`src/rtl/video_capture.sv`:
```
// rtl/video_capture.sv - crops a window out of an RGB pixel stream into 16-pixel grayscale BRAM words
// Armed capture of one frame; sticky status for done and stream framing errors.
module video_capture #(
  parameter int X_SIZE    = 640,
  parameter int Y_SIZE    = 480,
  parameter int CROP_X0   = 306,
  parameter int CROP_Y0   = 226,
  parameter int CROP_SIZE = 28,
  parameter int BASE_ADDR = 0
) (
  input  logic         in_stream_aclk,
  input  logic         periph_reset,
  input  logic [31:0]  in_stream_tdata,
  input  logic [3:0]   in_stream_tkeep,
  input  logic         in_stream_tuser,
  input  logic         in_stream_tlast,
  input  logic         in_stream_tvalid,
  output logic         in_stream_tready,
  input  logic         arm,
  output logic         busy,
  output logic         capture_done,
  output logic         sof_err,
  output logic         eol_err,
  output logic [11:0]  bram_addr,
  output logic [255:0] bram_wrdata,
  output logic [31:0]  bram_we,
  output logic         bram_en
);
  localparam int XW = $clog2(X_SIZE + 1);
  localparam int YW = $clog2(Y_SIZE + 1);
  localparam logic [XW-1:0] X_LAST = XW'(X_SIZE - 1);
  localparam logic [XW-1:0] X_END  = XW'(X_SIZE);
  localparam logic [YW-1:0] Y_END  = YW'(Y_SIZE);
  localparam logic [XW-1:0] CX_LO  = XW'(CROP_X0);
  localparam logic [XW-1:0] CX_HI  = XW'(CROP_X0 + CROP_SIZE);
  localparam logic [XW-1:0] C_LAST = XW'(CROP_SIZE - 1);
  localparam logic [YW-1:0] CY_LO  = YW'(CROP_Y0);
  localparam logic [YW-1:0] CY_HI  = YW'(CROP_Y0 + CROP_SIZE);
  localparam logic [YW-1:0] R_LAST = YW'(CROP_SIZE - 1);
  localparam logic [11:0]   BASE   = 12'(BASE_ADDR);

  typedef enum logic [1:0] {IDLE, WAIT_SOF, CAPTURE, DONE} state_t;

  state_t           state;
  logic [XW-1:0]    x, x_n, pos_x, col;
  logic [YW-1:0]    y, y_n, pos_y, row;
  logic [15:0][7:0] gray_buf, buf_n;
  logic [9:0]       sum;
  logic [7:0]       gray;
  logic [255:0]     word_n;
  logic [11:0]      addr_n;
  logic             accept, frame_start, in_crop, capturing, pack;
  logic             write_now, final_write, final_pend;
  logic             unused_bits;

  assign unused_bits = ^{in_stream_tkeep, in_stream_tdata[31:24]};

  always_comb begin
    accept      = in_stream_tvalid && in_stream_tready;
    pos_x       = in_stream_tuser ? '0 : x;
    pos_y       = in_stream_tuser ? '0 : y;
    // A frame boundary is either the reset position or the saturated end of the previous frame.
    frame_start = (x == '0) && ((y == '0) || (y == Y_END));
    sum         = {2'b00, in_stream_tdata[23:16]} + {1'b0, in_stream_tdata[15:8], 1'b0}
                + {2'b00, in_stream_tdata[7:0]};
    gray        = sum[9:2];
    col         = pos_x - CX_LO;
    row         = pos_y - CY_LO;
    in_crop     = (pos_x >= CX_LO) && (pos_x < CX_HI) && (pos_y >= CY_LO) && (pos_y < CY_HI);
    if (arm || state == WAIT_SOF) capturing = in_stream_tuser;
    else                          capturing = (state == CAPTURE) && !final_pend;
    pack        = accept && capturing && in_crop;
    write_now   = pack && ((col[3:0] == 4'hF) || (col == C_LAST));
    final_write = write_now && (col == C_LAST) && (row == R_LAST);
    // Lane 0 of each half-row starts a fresh word so unused upper lanes read back as zero.
    buf_n            = (col[3:0] == 4'h0) ? '0 : gray_buf;
    buf_n[col[3:0]]  = gray;
    for (int k = 0; k < 16; k++) word_n[16*k +: 16] = {8'h00, buf_n[k]};
    addr_n      = BASE + 12'({row, col[4]});
    x_n = x;
    y_n = y;
    if (accept) begin
      if (in_stream_tlast) begin
        x_n = '0;
        y_n = (pos_y >= Y_END) ? Y_END : pos_y + 1'b1;
      end else begin
        x_n = (pos_x >= X_END) ? X_END : pos_x + 1'b1;
        y_n = pos_y;
      end
    end
  end

  always_ff @(posedge in_stream_aclk) begin
    if (periph_reset) begin
      state            <= IDLE;
      x                <= '0;
      y                <= '0;
      gray_buf         <= '0;
      final_pend       <= 1'b0;
      in_stream_tready <= 1'b0;
      busy             <= 1'b0;
      capture_done     <= 1'b0;
      sof_err          <= 1'b0;
      eol_err          <= 1'b0;
      bram_we          <= '0;
      bram_en          <= 1'b0;
      bram_addr        <= BASE;
      bram_wrdata      <= '0;
    end else begin
      in_stream_tready <= 1'b1;
      x                <= x_n;
      y                <= y_n;
      if (pack) gray_buf <= buf_n;
      bram_we          <= {32{write_now}};
      bram_en          <= write_now;
      if (write_now) begin
        bram_addr   <= addr_n;
        bram_wrdata <= word_n;
      end
      final_pend <= final_write;
      sof_err    <= (sof_err && !arm) || (accept && in_stream_tuser && !frame_start);
      eol_err    <= (eol_err && !arm) || (accept && in_stream_tlast && (pos_x != X_LAST));
      if (arm) begin
        state        <= (accept && in_stream_tuser) ? CAPTURE : WAIT_SOF;
        busy         <= 1'b1;
        capture_done <= 1'b0;
      end else begin
        case (state)
          WAIT_SOF: if (accept && in_stream_tuser) state <= CAPTURE;
          CAPTURE: if (final_pend) begin
            state        <= DONE;
            busy         <= 1'b0;
            capture_done <= 1'b1;
          end
          default: ;
        endcase
      end
    end
  end
endmodule
```
`config.mk`:
```
export PLATFORM = sky130hd
export DESIGN_NAME = video_capture
export DESIGN_NICKNAME = d
export VERILOG_FILES = /design/src/rtl/video_capture.sv
export SDC_FILE = /design/constraint.sdc
export NUM_CORES = 1
export LEC_CHECK = 0
export CAP_MARGIN = 20
export CORE_UTILIZATION = 64
export CTS_CLUSTER_SIZE = 24
export DETAILED_ROUTE_END_ITERATION = 10
export DONT_BUFFER_PORTS = 1
export HOLD_SLACK_MARGIN = 0.12
export PLACE_DENSITY = 0.77
export REMOVE_ABC_BUFFERS = 1
export SLEW_MARGIN = 20
export SYNTH_ARGS = -nofsm -noshare
export SYNTH_HDL_FRONTEND = slang
export SYNTH_SLANG_ARGS = --single-unit
```
`constraint.sdc`:
```
create_clock -name in_stream_aclk -period 4.2 [get_ports in_stream_aclk]
set_clock_uncertainty 0.15 [all_clocks]
set_input_delay 0.42 -clock in_stream_aclk [delete_from_list [all_inputs] [get_ports in_stream_aclk]]
set_output_delay 0.42 -clock in_stream_aclk [all_outputs]
set_load 0.01 [all_outputs]
```
==> flow_metrics.py <==
metrics = {
    "clock_tree": {
        "clkTransAtPathRegs_ps": 60,
        "clockBufferDepth": 3,
        "cts_buffers": 30,
        "clk_latency_ps": 570,
        "cts_tree": "done",
        "cts_root_buffer": "clkbuf_16",
        "h-tree-depth": 1,
        "clock-sinks": 294,
    },
    "place": {
        "place_hpwl_microns": 22700,
        "portBuffers": 0,
        "place_inst": 2023,
        "place_congestion": 0.892,
    },
    "floorplan": {
        "start_util": 0.658,
        "fp.coreArea_sq_mm": 0.0228,
        "dieArea_sq_mm": 0.0241,
        "ios": 348,
        "die_h_microns": 155,
        "num_rows": 55,
        "die_x_microns": 155,
    },
    "worst_setup_path": {
        "crit_path_cell_trace": "dlymetal6s4s_1, nor2b_1, inv_1, ha_1, nand2b_1, a211o_1, and4_1, nand2_4, buf_4, nor3_1, nor3_1, dlygate4sd3_1",
        "r2r_start": "x[2]",
        "critPathKind": "input pin to flip-flop",
        "rrSetupSlack_ps": 390,
        "path_common_cell": "nor3_1",
        "reg2reg_to": "gray_buf[79]",
        "cp_num_buf_inv": 4,
        "end_kind": "flip-flop",
        "cp-start-kind": "input pin",
        "cp_max_fo": 77,
        "arrival_ps": 4250,
        "required_ps": 4560,
        "max_stage_delay_ps": 740,
        "cp_top_family": "buffers and inverters",
        "worst_r2r_path_depth": 9,
        "crit_slowest_cell": "dlymetal6s4s_1",
    },
    "timing": {
        "setup_viol_count_final": 0,
        "finalMaxSlewViolations": 0,
        "final_hold_viol_count": 0,
        "fin_crit_ps": 3890,
        "slew_headroom": 0.375,
        "period_share": 0.926,
        "setup_tns_ps": 0,
        "holdWs_ps": 141,
        "tightest_slew_ps": 937,
        "rsz0062_at_grt": "false",
        "fmax_mhz": 257,
    },
    "global_route": {
        "grt_antenna_before_repair": 0,
        "grt_pass1_wl_microns": 64200,
        "grtUsageTotal": 0.327,
        "grt_max_degree": 208,
        "overflow": 0,
        "grt_pass1_vias": 12400,
    },
    "routing": {
        "postRouteAntennaNets": 0,
        "routed_wl_microns": 40300,
        "avgViaCountPerCell": 6.12,
        "drc": 0,
        "via_count": 13200,
        "dr.pass1.iters": 5,
        "first_iter_violations": 1044,
        "routedWlPerCell_microns": 18.6,
    },
    "logic_synthesis": {
        "syn_area_sq_mm": 0.0150,
        "synth-edff-count": 0,
        "yosysWarnings": 0,
        "netlist_instances": 1887,
        "synth-seq-cells": 294,
        "yosysUniqueCellTypes": 68,
        "yosysTopAreaCell": "dfxtp_1",
        "yosys-top-cells-area": "dfxtp_1 39%, buf_4 8.3%, a21oi_1 7.3%",
        "async_reset_ff_frac": 0,
        "synth_top_area_frac": 0.392,
        "ys_seq_area_frac": 0.392,
        "ys.flop_type": "dfxtp_1",
        "syn_avg_cell_area_sq_um": 7.96,
    },
    "pwr": {
        "seqPwrFrac": 0.462,
        "switching_share": 0.269,
        "clkPwrFrac": 0.427,
        "p_int_uw": 4430,
        "combPwrFrac": 0.111,
        "power.net_switching_uw": 1630,
        "powerDensity_mw_per_mm2": 374,
        "vdd_ir_drop_max_mv": 0.248,
        "p_leak_uw": 0.00612,
        "totalPowerFinal_uw": 6060,
    },
    "final_layout": {
        "area.growth.synth_to_final_pct": 8.02,
        "instances_no_fill": 2166,
        "drive_above_1_share": 0.0594,
        "final_common_cell": "dfxtp_1",
        "diodes": 0,
        "utilization": 0.710,
        "n_fill_cell": 1861,
        "layout_common_cells": "293 x dfxtp_1, 219 x a21oi_1, 217 x nor3_1",
        "fin_nets": 1903,
    },
    "run": {
        "cap_violations": 0,
    },
    "worst_hold_path": {
        "worstHoldStart": "in_stream_tvalid",
        "holdPathEnd": "x[7]",
        "holdPathStages": 4,
        "min_path_type": "input pin to flip-flop",
    },
    "run_status": {
        "status": "finished, final reports clean",
    },
}
how the worst max path moves through the flow:
stage	cells past startpoint	startpoint	end	slack, ps
after global routing	12	in_stream_tuser	gray_buf[78]	70
final	12	in_stream_tuser	bram_wrdata[48]	310
after CTS	12	in_stream_tuser	bram_wrdata[231]	6
after global placement	8	in_stream_tdata[5]	bram_wrdata[68]	800
after detailed placement	11	in_stream_tdata[1]	bram_wrdata[19]	750
after floorplan	7	in_stream_tuser	bram_wrdata[198]	-5280
cell usage after synthesis, drive strengths merged (2+ instances only):
master and count:
fa 8, a211oi 67, nand2 45, o22ai 3, o221ai 2, o41ai 2
mux2 2, nand2b 13, ha 19, a2111oi 2, or3b 2, a31oi 16
xor2 5, o211ai 4, nor3 220, nor2b 11, a22oi 14, nor4 7
or2 3, and3 18, and2 2, xnor2 8, o22a 2, o21ai 139
nand4 21, and4 3, a211o 2, o221a 2, o21a 2, a21o 3
buf 217, inv 17, nor3b 2, dfxtp 294, a21oi 219, or3 12
mux2i 66, nand3b 3, nand3 43, clkbuf 120, or4 7, nor2 216
a311oi 3, a32oi 5
worst min-delay path, stage by stage:
cell	delay (ps)
nand2_1	30
buf_4	190
nand2_1	80
a21oi_1	50
cells by family after synthesis:
logic type               after synthesis  share of synthesized area
multiplexers                          68                     0.0455
AO/OA/AOI/OAI                        499                      0.193
other                                  1                   0.000250
AND/OR/NAND/NOR                      631                      0.201
XOR/XNOR                              13                    0.00808
flip-flops                           294                      0.392
buffers and inverters                354                      0.134
adder cells (fa/ha/maj)               27                     0.0265
repair_timing:
action | in CTS | in global routing
setup endpoints to repair | 0 | 76
setup buffers | 0 | 4
gates resized for setup | 0 | 1
hold endpoints to repair | 292 | 0
hold buffers | 88 | 0
power by group through the flow:
| stage | clock [uW] | sequential (uW) | combinational, uW |
|---|---|---|---|
| 2_1_floorplan | 0 | 2860 | 337 |
| 3_3_place_gp | 0 | 2860 | 600 |
| 3_5_place_dp | 0 | 2860 | 610 |
| 4_1_cts | 2600 | 2800 | 653 |
| 5_1_grt | 2710 | 2800 | 708 |
| 6_report | 2590 | 2800 | 672 |
final cells by class:
class,count,area (sq um),share of cell area
Inverter,17,63.8,0.00393
Timing Repair Buffer,123,1250,0.0768
Sequential cell,294,5890,0.363
Clock inverter,8,80.1,0.00493
Clock buffer,43,860,0.0530
Tap cell,313,392,0.0241
Multi-Input combinational cell,1368,7700,0.474
metal layers:
metal	share of wire	GRT usage	vias up
met3	0.093	0.0747	95
met2	0.47	0.530	569
li1	-	-	6277
met5	0	0	-
met1	0.41	0.429	6306
met4	0.029	0.116	0
stage by stage:
| stage | worst slack [ps] | instance area, sq um |
|---|---|---|
| after CTS | 5.71 | 16200 |
| after global routing | 68.4 | 16200 |
| after global placement | 802 | 14300 |
| after floorplan | -5280 | 13600 |
| after detailed placement | 748 | 14400 |
| final | 310 | 16200 |
state kept, by name, indices dropped and copies added, names as in the netlist:
name              count
in_stream_tready      1
sof_err               1
busy                  1
final_pend            1
bram_addr            10
state                 2
bram_en               1
y                     9
x                    10
eol_err               1
capture_done          1
bram_wrdata         128
gray_buf            128
Power figures use the tool's default switching activity.
